`config.mk`:
```
export PLATFORM = sky130hd
export DESIGN_NAME = masked_circle_plotter_flat
export DESIGN_NICKNAME = d
export VERILOG_FILES = /design/src/rtl/masked_circle_plotter_pkg.sv /design/src/rtl/masked_circle_plotter_if.sv /design/src/rtl/masked_circle_plotter_octant_gen.sv /design/src/rtl/masked_circle_plotter.sv /design/src/flat_wrapper.sv
export SDC_FILE = /design/constraint.sdc
export NUM_CORES = 1
export LEC_CHECK = 0
export BUFFER_PORTS_ARGS = -buffer_cell sky130_fd_sc_hd__buf_2
export CAP_MARGIN = 20
export CORE_MARGIN = 1
export CORE_UTILIZATION = 30
export DETAILED_ROUTE_END_ITERATION = 8
export GPL_TIMING_DRIVEN = 1
export SKIP_CTS_REPAIR_TIMING = 1
export SLEW_MARGIN = 25
export SYNTH_ARGS = -nofsm -noshare
export SYNTH_HDL_FRONTEND = slang
export SYNTH_SLANG_ARGS = --single-unit
```
`constraint.sdc`:
```
create_clock -name clk -period 10.6 [get_ports clk]
set_input_delay 2.65 -clock clk [delete_from_list [all_inputs] [get_ports clk]]
set_output_delay 2.65 -clock clk [all_outputs]
set_load 0.02 [all_outputs]
```
`src/rtl/masked_circle_plotter_pkg.sv`:
```
// Shared types and defaults for the masked circle plotter and its octant generator.
package masked_circle_plotter_pkg;

   localparam int unsigned DEF_SCREEN_W = 160;
   localparam int unsigned DEF_SCREEN_H = 120;
   localparam int unsigned DEF_COORD_W  = 8;
   localparam int unsigned DEF_COLOUR_W = 3;

   typedef enum logic [2:0] {
      IDLE,
      CLEAR,
      INIT,
      PLOT,
      DONE
   } plot_state_t;

   localparam logic [2:0] OCT_0 = 3'd0;
   localparam logic [2:0] OCT_1 = 3'd1;
   localparam logic [2:0] OCT_2 = 3'd2;
   localparam logic [2:0] OCT_3 = 3'd3;
   localparam logic [2:0] OCT_4 = 3'd4;
   localparam logic [2:0] OCT_5 = 3'd5;
   localparam logic [2:0] OCT_6 = 3'd6;
   localparam logic [2:0] OCT_7 = 3'd7;

endpackage

```
`src/rtl/masked_circle_plotter_if.sv`:
```
// Request side (control FSM) and pixel-write side (vga_adapter) of the circle plotter.
interface masked_circle_plotter_if
   import masked_circle_plotter_pkg::*;
#(
   parameter int unsigned COORD_W  = DEF_COORD_W,
   parameter int unsigned COLOUR_W = DEF_COLOUR_W
) ();

   logic                start;
   logic                clear_first;
   logic [7:0]          octant_mask;
   logic [COLOUR_W-1:0] colour;
   logic [COORD_W-1:0]  centre_x;
   logic [COORD_W-1:0]  centre_y;
   logic [COORD_W-1:0]  diameter;
   logic                done;
   logic [COORD_W-1:0]  vga_x;
   logic [COORD_W-1:0]  vga_y;
   logic [COLOUR_W-1:0] vga_colour;
   logic                vga_plot;

   modport master (
      output start, clear_first, octant_mask, colour, centre_x, centre_y, diameter,
      input  done, vga_x, vga_y, vga_colour, vga_plot
   );

   modport slave (
      input  start, clear_first, octant_mask, colour, centre_x, centre_y, diameter,
      output done, vga_x, vga_y, vga_colour, vga_plot
   );

endinterface

```
`src/rtl/masked_circle_plotter_octant_gen.sv`:
```
// Maps centre, octant offsets and slot to a signed candidate pixel plus an on-screen flag.
module circle_octant_gen
   import masked_circle_plotter_pkg::*;
#(
   parameter int unsigned SCREEN_W = DEF_SCREEN_W,
   parameter int unsigned SCREEN_H = DEF_SCREEN_H,
   parameter int unsigned COORD_W  = DEF_COORD_W
) (
   input  logic [COORD_W-1:0]        cx_i,
   input  logic [COORD_W-1:0]        cy_i,
   input  logic signed [COORD_W+1:0] ox_i,
   input  logic signed [COORD_W+1:0] oy_i,
   input  logic [2:0]                slot_i,
   output logic signed [COORD_W+1:0] px_c_o,
   output logic signed [COORD_W+1:0] py_c_o,
   output logic                      in_bounds_c_o
);

   localparam int unsigned CW = COORD_W + 2;
   localparam logic signed [CW-1:0] W_S = CW'(SCREEN_W);
   localparam logic signed [CW-1:0] H_S = CW'(SCREEN_H);

   logic signed [CW-1:0] cx_s;
   logic signed [CW-1:0] cy_s;

   assign cx_s = signed'(CW'(cx_i));
   assign cy_s = signed'(CW'(cy_i));

   // Two guard bits keep negative and overflowed points distinguishable for clipping
   always_comb begin
      px_c_o = cx_s;
      py_c_o = cy_s;
      case (slot_i)
         OCT_0: begin px_c_o = cx_s + ox_i; py_c_o = cy_s + oy_i; end
         OCT_1: begin px_c_o = cx_s + oy_i; py_c_o = cy_s + ox_i; end
         OCT_2: begin px_c_o = cx_s - oy_i; py_c_o = cy_s + ox_i; end
         OCT_3: begin px_c_o = cx_s - ox_i; py_c_o = cy_s + oy_i; end
         OCT_4: begin px_c_o = cx_s - ox_i; py_c_o = cy_s - oy_i; end
         OCT_5: begin px_c_o = cx_s - oy_i; py_c_o = cy_s - ox_i; end
         OCT_6: begin px_c_o = cx_s + oy_i; py_c_o = cy_s - ox_i; end
         OCT_7: begin px_c_o = cx_s + ox_i; py_c_o = cy_s - oy_i; end
      endcase
      in_bounds_c_o = !px_c_o[CW-1] && (px_c_o < W_S) && !py_c_o[CW-1] && (py_c_o < H_S);
   end

endmodule

```
`src/rtl/masked_circle_plotter.sv`:
```
// Midpoint circle outline drawer with octant masking, edge clipping and optional screen clear.
module masked_circle_plotter
   import masked_circle_plotter_pkg::*;
#(
   parameter int unsigned SCREEN_W = DEF_SCREEN_W,
   parameter int unsigned SCREEN_H = DEF_SCREEN_H,
   parameter int unsigned COORD_W  = DEF_COORD_W,
   parameter int unsigned COLOUR_W = DEF_COLOUR_W
) (
   input  logic                    clk,
   input  logic                    rst,
   masked_circle_plotter_if.slave  circ
);

   localparam int unsigned CW  = COORD_W + 2;
   localparam int unsigned CRW = COORD_W + 3;

   plot_state_t          state_q, state_d;
   logic [2:0]           slot_q, slot_d;
   logic signed [CW-1:0] ox_q, ox_d, oy_q, oy_d, ox_n, oy_n;
   logic signed [CRW-1:0] crit_q, crit_d, crit_n;
   logic [COORD_W-1:0]   clr_x_q, clr_x_d, clr_y_q, clr_y_d;
   logic [COORD_W-1:0]   cx_q, cx_d, cy_q, cy_d, diam_q, diam_d;
   logic [7:0]           mask_q, mask_d;
   logic [COLOUR_W-1:0]  colour_q, colour_d;
   logic                 done_q, done_d, plot_q, plot_d;
   logic [COORD_W-1:0]   vx_q, vx_d, vy_q, vy_d;
   logic [COLOUR_W-1:0]  vcol_q, vcol_d;

   logic signed [CW-1:0] radius;
   logic signed [CW-1:0] cand_x, cand_y;
   logic                 in_bounds;

   assign radius = signed'(CW'(diam_q >> 1));

   circle_octant_gen #(
      .SCREEN_W (SCREEN_W),
      .SCREEN_H (SCREEN_H),
      .COORD_W  (COORD_W)
   ) u_octant_gen (
      .cx_i          (cx_q),
      .cy_i          (cy_q),
      .ox_i          (ox_q),
      .oy_i          (oy_q),
      .slot_i        (slot_q),
      .px_c_o        (cand_x),
      .py_c_o        (cand_y),
      .in_bounds_c_o (in_bounds)
   );

   always_ff @(posedge clk) begin
      if (rst) begin
         state_q  <= IDLE;
         slot_q   <= '0;
         ox_q     <= '0;
         oy_q     <= '0;
         crit_q   <= '0;
         clr_x_q  <= '0;
         clr_y_q  <= '0;
         cx_q     <= '0;
         cy_q     <= '0;
         diam_q   <= '0;
         mask_q   <= '0;
         colour_q <= '0;
         done_q   <= 1'b0;
         plot_q   <= 1'b0;
         vx_q     <= '0;
         vy_q     <= '0;
         vcol_q   <= '0;
      end else begin
         state_q  <= state_d;
         slot_q   <= slot_d;
         ox_q     <= ox_d;
         oy_q     <= oy_d;
         crit_q   <= crit_d;
         clr_x_q  <= clr_x_d;
         clr_y_q  <= clr_y_d;
         cx_q     <= cx_d;
         cy_q     <= cy_d;
         diam_q   <= diam_d;
         mask_q   <= mask_d;
         colour_q <= colour_d;
         done_q   <= done_d;
         plot_q   <= plot_d;
         vx_q     <= vx_d;
         vy_q     <= vy_d;
         vcol_q   <= vcol_d;
      end
   end

   always_comb begin
      state_d  = state_q;
      slot_d   = slot_q;
      ox_d     = ox_q;
      oy_d     = oy_q;
      crit_d   = crit_q;
      clr_x_d  = clr_x_q;
      clr_y_d  = clr_y_q;
      cx_d     = cx_q;
      cy_d     = cy_q;
      diam_d   = diam_q;
      mask_d   = mask_q;
      colour_d = colour_q;
      plot_d   = 1'b0;
      vx_d     = vx_q;
      vy_d     = vy_q;
      vcol_d   = vcol_q;
      oy_n     = oy_q + CW'(1);
      ox_n     = ox_q;
      crit_n   = crit_q;

      case (state_q)
         IDLE: begin
            if (circ.start) begin
               cx_d     = circ.centre_x;
               cy_d     = circ.centre_y;
               diam_d   = circ.diameter;
               mask_d   = circ.octant_mask;
               colour_d = circ.colour;
               clr_x_d  = '0;
               clr_y_d  = '0;
               state_d  = circ.clear_first ? CLEAR : INIT;
            end
         end
         CLEAR: begin
            plot_d = 1'b1;
            vx_d   = clr_x_q;
            vy_d   = clr_y_q;
            vcol_d = '0;
            if (clr_y_q == COORD_W'(SCREEN_H - 1)) begin
               clr_y_d = '0;
               clr_x_d = clr_x_q + COORD_W'(1);
               if (clr_x_q == COORD_W'(SCREEN_W - 1)) state_d = INIT;
            end else begin
               clr_y_d = clr_y_q + COORD_W'(1);
            end
         end
         INIT: begin
            ox_d    = radius;
            oy_d    = '0;
            crit_d  = CRW'(1) - CRW'(radius);
            slot_d  = '0;
            state_d = PLOT;
         end
         PLOT: begin
            plot_d = mask_q[slot_q] & in_bounds;
            vx_d   = COORD_W'(cand_x);
            vy_d   = COORD_W'(cand_y);
            vcol_d = colour_q;
            slot_d = slot_q + 3'd1;
            // Midpoint step once all eight reflections of this point are issued
            if (slot_q == OCT_7) begin
               if (crit_q[CRW-1] || crit_q == '0) begin
                  crit_n = crit_q + (CRW'(oy_n) <<< 1) + CRW'(1);
               end else begin
                  ox_n   = ox_q - CW'(1);
                  crit_n = crit_q + (CRW'(oy_n - ox_n) <<< 1) + CRW'(1);
               end
               ox_d    = ox_n;
               oy_d    = oy_n;
               crit_d  = crit_n;
               state_d = (oy_n <= ox_n) ? PLOT : DONE;
            end
         end
         DONE: begin
            if (!circ.start) state_d = IDLE;
         end
         default: state_d = IDLE;
      endcase

      done_d = (state_d == DONE);
   end

   assign circ.done       = done_q;
   assign circ.vga_plot   = plot_q;
   assign circ.vga_x      = vx_q;
   assign circ.vga_y      = vy_q;
   assign circ.vga_colour = vcol_q;

endmodule

```
`src/flat_wrapper.sv`:
```
// flat-port wrapper written by rule: the top's interface ports become plain ports
module masked_circle_plotter_flat import masked_circle_plotter_pkg::*;
#(
   parameter int unsigned SCREEN_W = DEF_SCREEN_W,
   parameter int unsigned SCREEN_H = DEF_SCREEN_H,
   parameter int unsigned COORD_W  = DEF_COORD_W,
   parameter int unsigned COLOUR_W = DEF_COLOUR_W
)
  (clk, rst, circ_start, circ_clear_first, circ_octant_mask, circ_colour, circ_centre_x, circ_centre_y, circ_diameter, circ_done, circ_vga_x, circ_vga_y, circ_vga_colour, circ_vga_plot);
  masked_circle_plotter_if #(.COORD_W(COORD_W), .COLOUR_W(COLOUR_W)) circ_i ();
  input  logic clk;
  input  logic rst;
  input wire logic [$bits(circ_i.start)-1:0] circ_start;
  input wire logic [$bits(circ_i.clear_first)-1:0] circ_clear_first;
  input wire logic [$bits(circ_i.octant_mask)-1:0] circ_octant_mask;
  input wire logic [$bits(circ_i.colour)-1:0] circ_colour;
  input wire logic [$bits(circ_i.centre_x)-1:0] circ_centre_x;
  input wire logic [$bits(circ_i.centre_y)-1:0] circ_centre_y;
  input wire logic [$bits(circ_i.diameter)-1:0] circ_diameter;
  output wire logic [$bits(circ_i.done)-1:0] circ_done;
  output wire logic [$bits(circ_i.vga_x)-1:0] circ_vga_x;
  output wire logic [$bits(circ_i.vga_y)-1:0] circ_vga_y;
  output wire logic [$bits(circ_i.vga_colour)-1:0] circ_vga_colour;
  output wire logic [$bits(circ_i.vga_plot)-1:0] circ_vga_plot;
  assign circ_i.start = circ_start;
  assign circ_i.clear_first = circ_clear_first;
  assign circ_i.octant_mask = circ_octant_mask;
  assign circ_i.colour = circ_colour;
  assign circ_i.centre_x = circ_centre_x;
  assign circ_i.centre_y = circ_centre_y;
  assign circ_i.diameter = circ_diameter;
  assign circ_done = circ_i.done;
  assign circ_vga_x = circ_i.vga_x;
  assign circ_vga_y = circ_i.vga_y;
  assign circ_vga_colour = circ_i.vga_colour;
  assign circ_vga_plot = circ_i.vga_plot;
  masked_circle_plotter #(.SCREEN_W(SCREEN_W), .SCREEN_H(SCREEN_H), .COORD_W(COORD_W), .COLOUR_W(COLOUR_W)) u_core (.clk(clk), .rst(rst), .circ(circ_i));
endmodule
```
======== After elaboration in Yosys (flattened, before gate mapping) ========
Index checks and enable logic that the tools add are counted.
storage, ports and cells
  input port bits ......................... 39
  logic and storage cells ................. 114
  output and inout port bits .............. 21
  bits in registers ....................... 109
cells by class
  eq/ne operators ......................... 17
  bitwise gates (word level) .............. 1
  add/sub/neg operators ................... 19
  reduce and logical (&&, ||, !) cells .... 24
  magnitude comparators ................... 4
  multiplexer cells ....................... 32
operator list
  cell                                                         number
  one-hot mux 10 bit (4 select lines)                          2
  one-hot mux 8 bit (2 select lines)                           4
  two-way mux 10 bit                                           5
  adder 9 x 10 -> 10 bit                                       4
  one-hot mux 10 bit (2 select lines)                          2
  subtractor 9 x 10 -> 10 bit                                  4
  two-way mux 8 bit                                            3
  adder 11 bit                                                 2
  adder 11 x 2 -> 11 bit, second input constant                2
  two-way mux 11 bit                                           2
  one-hot mux 11 bit (2 select lines)                          1
  equality test 3 bit, second input constant                   6
  two-way mux 3 bit                                            6
  adder 8 x 1 -> 8 bit, second input constant                  2
  OR reduction 2 bit                                           8
  one-hot mux 3 bit (5 select lines)                           1
  equality test 3 x 2 -> 1 bit, second input constant          4
  one-hot mux 3 bit (2 select lines)                           2
  zero test 11 bit                                             1
  adder 10 x 2 -> 10 bit, second input constant                1
  <= comparator 10 bit                                         1
  less-than comparator 10 x 8 -> 1 bit, second input constant  1
  less-than comparator 10 x 9 -> 1 bit, second input constant  1
  subtractor 10 bit                                            1
  21 further kinds                                             31

======== Logic depth before layout (Yosys ltp) ========
Gate-level depths: netlist of the first run.
  depth in word-level cells ............... 10
  depth in mapped cells ................... 19
  depth with buffers taken out ............ 18

======== Cells and area by module ========
Synthesis of the first run repeated with hierarchy kept, for this count alone.
second synthesis, totals
  cells, all modules ...................... 1100
  area, all modules ....................... 8541.9 µm²
by module, submodules not included
  module                 sequential area each (µm²)  area each (µm²)  times used  cells each
  masked_circle_plotter  2162.1                      6346.1           1           792
  circle_octant_gen      0.0                         2195.9           1           308

======== Worst setup path before layout of the first run ========
Ideal clock, no wire load.
  path kind ............................... input to register
  start ................................... input circ_start
  end ..................................... register u_core.clr_x_q[7]
  required time ........................... 10480 ps
  arrival ................................. 4082 ps
  stages on the path ...................... 6
  path buffers ............................ 0
  setup time .............................. 120 ps
  setup slack ............................. 6399 ps
  path through ............................ nor4b_1 -> nor2_1 -> nor2_1 -> nand3_1 -> xor2_1 -> nor2_1
on the way
  longest elaborated chain between the ends .. 2
ends and longest elaborated chain
  what                                  line                         text
  start, declared                       flat_wrapper.sv:13           input wire logic [$bits(circ_i.start)-1:0] circ_start;
  != test 2 bit (no source line)        --
  AND reduction 3 bit (no source line)  --
  end signal, assigned                  masked_circle_plotter.sv:76  clr_x_q <= clr_x_d;
  end, declared                         masked_circle_plotter.sv:22  logic [COORD_W-1:0] clr_x_q, clr_x_d, clr_y_q, clr_y_d;
Every way passes these cells.
A chain may end at the register's enable or synchronous reset.

======== Worst setup path after layout of the first run ========
  start ................................... register u_core.slot_q[0]
  end ..................................... register u_core.plot_q, in the netlist u_core.circ.vga_plot
on the way
  longest elaborated chain between the ends .. 9
  elaborated cells on any way between the ends .. 29
  those cells by class .................... 2 x order compare; 7 x eq/ne; 5 x mux; 1 x bitwise; 14 x reduce/logical
ends and longest elaborated chain
  what                                                                            line                                    text
  start, declared                                                                 masked_circle_plotter.sv:19             logic [2:0] slot_q, slot_d;
  start signal, assigned                                                          masked_circle_plotter.sv:72             slot_q <= slot_d;
  equality test 3 bit (tied with other cells)                                     masked_circle_plotter_octant_gen.sv:33  case (slot_i)
  OR reduction 2 bit (no source line)                                             --
  one-hot mux 10 bit (4 select lines)                                             masked_circle_plotter_octant_gen.sv:33
  less-than comparator 10 x 9 -> 1 bit / zero test 1 bit (equally long branches)  masked_circle_plotter_octant_gen.sv:43  in_bounds_c_o = !px_c_o[CW-1] && (px_c_o < W_S) && !py_c_o[CW-1] && (py_c_o < H_S);
  logical AND 1 bit (3 in a row)                                                  masked_circle_plotter_octant_gen.sv:43
  AND 1 bit *                                                                     masked_circle_plotter.sv:146            plot_d = mask_q[slot_q] & in_bounds;
  one-hot mux 1 bit (2 select lines) *                                            masked_circle_plotter.sv:112            case (state_q)
  end signal, assigned                                                            masked_circle_plotter.sv:84             plot_q <= plot_d;
  end, declared                                                                   masked_circle_plotter.sv:26             logic done_q, done_d, plot_q, plot_d;
Every way passes the cells marked *; elsewhere a longest branch is shown, timed or not. The select of a mux whose other input is x is not followed.

==> results of run 1 <==
[final timing paths]
| check | startpoint | endpoint | slack, ns | depth (start not counted) |
|---|---|---|---|---|
| setup reg to reg | u_core.slot_q[0]$_SDFFE_PP0P_ | u_core.circ.vga_plot$_SDFF_PP0_ | 6.00 | 18 |
| hold / removal | u_core.mask_q[0]$_SDFFE_PP0P_ | u_core.mask_q[0]$_SDFFE_PP0P_ | 0.45 | 2 |
| hold reg to reg | u_core.mask_q[0]$_SDFFE_PP0P_ | u_core.mask_q[0]$_SDFFE_PP0P_ | 0.45 | 2 |
| setup / recovery | u_core.slot_q[0]$_SDFFE_PP0P_ | u_core.circ.vga_plot$_SDFF_PP0_ | 6.00 | 18 |
[logic make-up after synthesis]
kind of cell / Yosys count / share of synthesized area
XOR/XNOR: 71 / 0.0792
AND/OR/NAND/NOR: 421 / 0.237
multiplexers: 18 / 0.0261
adder cells (fa/ha/maj): 70 / 0.115
flip-flops: 108 / 0.272
buffers and inverters: 86 / 0.0409
AO/OA/AOI/OAI: 292 / 0.230
[sequential cells by signal (all words and copies together), names as in the netlist]
name,count
u_core.clr_y_q,8
u_core.state_q,3
u_core.ox_q,10
u_core.cx_q,8
u_core.circ.vga_colour,3
u_core.colour_q,3
u_core.oy_q,10
u_core.mask_q,8
u_core.diam_q,7
u_core.circ.vga_y,8
u_core.cy_q,8
u_core.slot_q,3
u_core.circ.vga_plot,1
u_core.circ.vga_x,8
u_core.clr_x_q,8
u_core.crit_q,11
u_core.circ.done,1
[through the flow]
step / hold WS (ns) / std cells / utilization
5_1_grt: 0.470 / 1429 / 0.340
3_5_place_dp: 0.445 / 1413 / 0.328
3_3_place_gp: 0.440 / 1413 / 0.328
4_1_cts: 0.458 / 1429 / 0.340
6_report: 0.452 / 1429 / 0.340
2_1_floorplan: 0.433 / 1066 / -
[synthesized netlist by cell type (9+ instances only)]
| cell type | n |
|---|---|
| a211oi_1 | 30 |
| nor2_1 | 154 |
| o21ai_0 | 48 |
| nand3_1 | 25 |
| nor3_1 | 34 |
| xor2_1 | 24 |
| dfxtp_1 | 108 |
| nand2_1 | 136 |
| or3_1 | 12 |
| a21oi_1 | 114 |
| a22oi_1 | 15 |
| a21o_1 | 9 |
| inv_1 | 29 |
| nor2b_1 | 13 |
| ha_1 | 65 |
| xnor2_1 | 46 |
| mux2i_1 | 14 |
| clkbuf_1 | 51 |
[worst min-delay path, cell delays in order (launching register included)]
cell and delay [ns]:
dfxtp_1 0.31, nand2_1 0.05, a21oi_1 0.05
[cell type report]
type                       count  share of cell area
tap                          335              0.0474
inverter                      30              0.0127
clock inverter                 7             0.00976
timing repair buffer          68              0.0416
multi-input combinational    872               0.619
clock buffer                   9              0.0255
sequential                   108               0.244
[routing by layer]
| layer | vias to the layer above | wire length (um) | part of all wire | GRT usage |
|---|---|---|---|---|
| met3 | 15 | 1090 | 0.048 | 0.0259 |
| met5 | - | 0 | 0 | 0 |
| met4 | 0 | 270 | 0.012 | 0.0400 |
| met1 | 3571 | 11100 | 0.49 | 0.242 |
| li1 | 3847 | - | - | - |
| met2 | 187 | 10100 | 0.45 | 0.268 |
[power groups by stage]
| stage | registers (W) | clock network, W | logic (W) |
|---|---|---|---|
| floorplan | 0.000455 | 0 | 0.000222 |
| finish | 0.000446 | 0.000365 | 0.000310 |
| global placement | 0.000456 | 0 | 0.000303 |
| CTS | 0.000447 | 0.000374 | 0.000307 |
| detailed placement | 0.000456 | 0 | 0.000305 |
| global route | 0.000450 | 0.000389 | 0.000345 |
==> results.json, run 1 <==
{
  "outcome": "completed",
  "hp-class": "flop to flop",
  "intPower_w": 0.000734,
  "clock_latency_ns": 0.37,
  "syn_nets": 1175,
  "avgSynthCellArea_um2": 7.46,
  "power_switching_w": 0.000386,
  "tritoncts": "yes",
  "clock-sinks": 108,
  "irDropWorstVdd_v": 0.0000924,
  "drt-initial-drc-count": 527,
  "max_stage_delay_ns": 0.64,
  "path_clk_slew_ns": 0.08,
  "die_h_um": 165,
  "globalRouteOverflowTotal": 0,
  "cp.arrival_ns": 4.87,
  "hpwl_mm": 17.0,
  "track_usage": 0.170,
  "skew_ns": 0.0127,
  "final_cell_mix": "153 x nor2_1, 136 x nand2_1, 114 x a21oi_1",
  "dpl_worst_slack_ns": 6.10,
  "slew_headroom": 0.334,
  "numCtsBuffers": 9,
  "syn_area_mm2": 0.00795,
  "fp.dieArea_mm2": 0.0272,
  "synth_area_leaders": "dfxtp_1 27%, ha_1 10%, nor2_1 7.3%",
  "power_frac_seq": 0.398,
  "critPathSlowestCell": "nor2_1",
  "synth_edf_count": 0,
  "critPathBufInv": 2,
  "max_freq_mhz": 218,
  "num_vias": 7620,
  "antenna_found_initial": 0,
  "routedWlPerCell_um": 15.8,
  "coreArea_mm2": 0.0261,
  "place.gp.congestion": 0.890,
  "grt_pass1_wl_mm": 36.4,
  "critical_path.startpoint_type": "flop",
  "slew_viol_final": 0,
  "num_rows": 59,
  "synth_seq_cells": 108,
  "yosysUniqueCellTypes": 66,
  "end_kind": "flop",
  "netlist_instances": 1066,
  "fin_setup_tns_ns": 0,
  "cpLargestDelayFamily": "compound AO/OA/AOI/OAI gates",
  "antenna_cells": 0,
  "fin_nets": 1198,
  "place_area_mm2": 0.00854,
  "hold_viol_final": 0,
  "final_antenna_net_count": 0,
  "multi_input_area_mm2": 0.00547,
  "yosys_warnings": 0,
  "drive_gt1_frac": 0.0969,
  "synth_top_area_frac": 0.272,
  "finalCritPeriodShare": 0.433,
  "drc": 0,
  "setup_violations": 0,
  "drtPass1Iterations": 5,
  "cp_cell_sequence": "inv_1 -> ha_1 -> nor2_1 -> nor2_1 -> nor2_1 -> a21o_1 -> a21oi_1 -> inv_1 -> ha_1 -> nor2b_1 -> o21ai_0 -> a21boi_0 -> o31a_1 -> o21a_1 -> nor2_1 -> xnor2_1 -> nand4b_1 -> o32ai_1",
  "area_delta_synth_final_pct": 11.3,
  "portBuffers": 58,
  "worst_pin_slew_ns": 0.992,
  "postSynth.asyncResetShare": 0,
  "initial_core_util": 0.305,
  "synth-seq-area-share": 0.272,
  "h-tree-depth": 3,
  "detail_route.vias_per_cell": 5.33,
  "routed_wl_mm": 22.6,
  "grt_setup_unrepaired": "false",
  "final_common_cell": "nor2_1",
  "cap_viol_max_count": 0,
  "root_buffer": "clkbuf_16",
  "combPwrFrac": 0.276,
  "crit_top_cell": "nor2_1",
  "fillers": 2760,
  "synth_area_leader_cell": "dfxtp_1",
  "clockBufferDepth": 2,
  "cp_max_fo": 10,
  "critPathRequiredTime_ns": 10.87,
  "switching_share": 0.345,
  "p_total_w": 0.00112,
  "io_pins": 60,
  "clockPowerShare": 0.325,
  "grt_max_degree": 62,
  "grt_pass1_vias": 6813,
  "postLayoutCellArea_mm2": 0.00885,
  "register_area_mm2": 0.00216,
  "p_per_area_mw_per_mm2": 127,
  "synthFlopType": "dfxtp_1",
  "chipWidth_um": 165,
  "worstSetupPathType": "flop to flop",
  "fin_crit_ns": 4.60,
  "worst_slack_ns": 6.00,
  "power_leakage_nw": 3.51
}
Note: power is estimated with default switching activity, not from simulation.
==> run 2, diff against run 1 <==
--- a/config.mk
+++ b/config.mk
@@ -5,6 +5,7 @@
 export SDC_FILE = /design/constraint.sdc
 export NUM_CORES = 1
 export LEC_CHECK = 0
+export ABC_AREA = 1
 export BUFFER_PORTS_ARGS = -buffer_cell sky130_fd_sc_hd__buf_2
 export CAP_MARGIN = 20
 export CORE_MARGIN = 1
==> constraint.sdc (replaced) <==
create_clock -name clk -period 3.7 [get_ports clk]
set_input_delay 0.925 -clock clk [delete_from_list [all_inputs] [get_ports clk]]
set_output_delay 0.925 -clock clk [all_outputs]
set_load 0.02 [all_outputs]
==> run 2 against run 1 <==
- power grew to 5.4 times the previous value
- clock-buffer cell count did not move
- final cell count up 14%
- sequential cell count unchanged
- first-iteration DRC count increased by 17%
- critical path depth is 3 higher
- final area is 4.3% higher
- hold slack got worse by 0.0049 ns
- clock skew hardly changed
- clock power rose to 2.8 times the previous value
- largest power group is now combinational logic
==> results.json, run 2 <==
{
  "outcome": "completed",
  "drtPass1Iterations": 5,
  "postLayoutCellArea_mm2": 0.00923,
  "place.gp.congestion": 0.893,
  "cap_viol_max_count": 0,
  "slew_viol_final": 0,
  "portBuffers": 58,
  "grt_pass1_wl_mm": 38.9,
  "synth_seq_cells": 108,
  "cpLargestDelayFamily": "adder cells",
  "worst_pin_slew_ns": 0.818,
  "coreArea_mm2": 0.0264,
  "globalRouteOverflowTotal": 0,
  "num_rows": 59,
  "critPathBufInv": 2,
  "synth-seq-area-share": 0.266,
  "place_area_mm2": 0.00888,
  "drive_gt1_frac": 0.120,
  "intPower_w": 0.00312,
  "slew_headroom": 0.451,
  "irDropWorstVdd_v": 0.000243,
  "critPathRequiredTime_ns": 3.98,
  "end_kind": "flop",
  "yosysMostFrequentCell": "nand2_1",
  "layout.cells.non_filler": 1632,
  "clock_latency_ns": 0.36,
  "io_pins": 60,
  "fp.dieArea_mm2": 0.0278,
  "p_per_area_mw_per_mm2": 658,
  "hpwl_mm": 18.5,
  "die_h_um": 167,
  "area_delta_synth_final_pct": 13.6,
  "critical_path_cell_count": 21,
  "drt-initial-drc-count": 614,
  "initial_core_util": 0.308,
  "fin_nets": 1401,
  "routed_wl_mm": 23.9,
  "clockBufferDepth": 2,
  "avgSynthCellArea_um2": 6.61,
  "largest_reg_flops": 11,
  "path_clk_slew_ns": 0.08,
  "numCtsBuffers": 9,
  "synth_area_leader_cell": "dfxtp_1",
  "skew_ns": 0.0124,
  "fin_crit_ns": 3.38,
  "yosysUniqueCellTypes": 54,
  "combPwrFrac": 0.580,
  "final_antenna_net_count": 0,
  "synthFlopType": "dfxtp_1",
  "syn_area_mm2": 0.00813,
  "switching_share": 0.487,
  "cp_max_fo": 8,
  "dp_cells": 1615,
  "cp.arrival_ns": 3.66,
  "postSynth.asyncResetShare": 0,
  "clock-sinks": 108,
  "chipWidth_um": 167,
  "final_cell_mix": "250 x nand2_1, 156 x inv_1, 134 x nor2_1",
  "power_switching_w": 0.00296,
  "routedWlPerCell_um": 14.6,
  "hp-class": "flop to flop",
  "synth_edf_count": 0,
  "detail_route.vias_per_cell": 5.00,
  "antenna_found_initial": 0,
  "yosys_warnings": 0,
  "worstSetupPathType": "flop to flop",
  "fin_setup_tns_ns": 0,
  "critPathSlowestCell": "dfxtp_1",
  "synth_top_area_frac": 0.266,
  "cp_cell_sequence": "ha_1 -> ha_2 -> a21oi_4 -> nand2_1 -> nor2_2 -> inv_1 -> nor2_1 -> a211oi_1 -> ha_1 -> nand2_1 -> nand2_1 -> inv_1 -> nand2_1 -> nand2_1 -> o211ai_1 -> xor2_1 -> nor2_1 -> nand2_1 -> nor2_1 -> nand3_1 -> a21oi_1",
  "top_regs": "u_core.crit_q x11, u_core.ox_q x10, u_core.oy_q x10",
  "netlist_instances": 1229,
  "reg2reg_depth": 21,
  "synth_common_cells": "250 x nand2_1, 157 x inv_1, 137 x nor2_1",
  "hold_depth": 2,
  "clockPowerShare": 0.170,
  "grt_pass1_vias": 7620,
  "drc": 0,
  "hold_viol_final": 0,
  "h-tree-depth": 3,
  "final_util": 0.350,
  "crit_top_cell": "nand2_1",
  "setup_violations": 0,
  "antenna_cells": 0,
  "track_usage": 0.173,
  "critical_path.startpoint_type": "flop",
  "tritoncts": "yes",
  "top_register": "u_core.crit_q",
  "final_common_cell": "nand2_1",
  "num_vias": 8163,
  "synth_area_leaders": "dfxtp_1 27%, nand2_1 12%, ha_1 10%",
  "syn_nets": 1338,
  "grt_max_degree": 47,
  "root_buffer": "clkbuf_16",
  "r2r_setup_slack_ns": 0.32,
  "finalCritPeriodShare": 0.913,
  "max_stage_delay_ns": 0.47,
  "power_frac_seq": 0.250,
  "power_leakage_nw": 4.30,
  "max_freq_mhz": 296
}
## run 2: cell type report
| cell class | instances | area, um2 |
|---|---|---|
| clock buffer | 9 | 225 |
| tap | 335 | 419 |
| sequential | 108 | 2170 |
| multi-input combinational | 917 | 5180 |
| clock inverter | 7 | 81.3 |
| timing repair buffer | 88 | 515 |
| inverter | 168 | 633 |
| fill | 2856 | 17100 |
## run 2: kinds of logic (layout without fill, tap and decap cells)
family | after synthesis | count (layout) | share of synthesized area
adders and majority gates | 70 | 70 | 0.112
DFF | 108 | 108 | 0.266
and+or+nand+nor | 510 | 510 | 0.269
buffers and inverters | 204 | 272 | 0.0994
xor gates and xnor gates | 35 | 35 | 0.0386
AOI/OAI and AO/OA | 302 | 302 | 0.215
## run 2: power by group through the flow
stage               Sequential [W]  Clock, W  Combinational [W]
floorplan                  0.00151         0            0.00256
global placement           0.00154         0            0.00344
detailed placement         0.00154         0            0.00347
CTS                        0.00152   0.00105            0.00349
global route               0.00155   0.00110            0.00399
finish                     0.00152   0.00103            0.00352
## run 2: worst min-delay path, cell delays in order (launching register included)
cell and delay (ns):
dfxtp_1 0.31, inv_1 0.05, a21oi_1 0.05
## run 2: final timing paths
kind	from	endpoint
worst min register to register	u_core.mask_q[5]$_SDFFE_PP0P_	u_core.mask_q[5]$_SDFFE_PP0P_
worst max register to register	u_core.slot_q[1]$_SDFFE_PP0P_	u_core.circ.vga_plot$_SDFF_PP0_
worst min-delay path	u_core.mask_q[5]$_SDFFE_PP0P_	u_core.mask_q[5]$_SDFFE_PP0P_
worst max-delay path	u_core.slot_q[1]$_SDFFE_PP0P_	u_core.circ.vga_plot$_SDFF_PP0_
## run 2: routing by layer
layer	vias up	global-route usage	routed length, um
met5	-	0	0
met4	0	0.0580	586
met3	35	0.0231	978
met2	204	0.264	10200
met1	3710	0.249	12100
li1	4214	-	-
## run 2: stage by stage
step / hold WS, ns / power [W] / setup WS, ns
final: 0.447 / 0.00608 / 0.321
after global routing: 0.473 / 0.00664 / -0.00111
after CTS: 0.452 / 0.00607 / 0.158
after detailed placement: 0.440 / 0.00501 / 0.183
after global placement: 0.443 / 0.00498 / 0.251
after floorplan: 0.420 / 0.00407 / 0.521
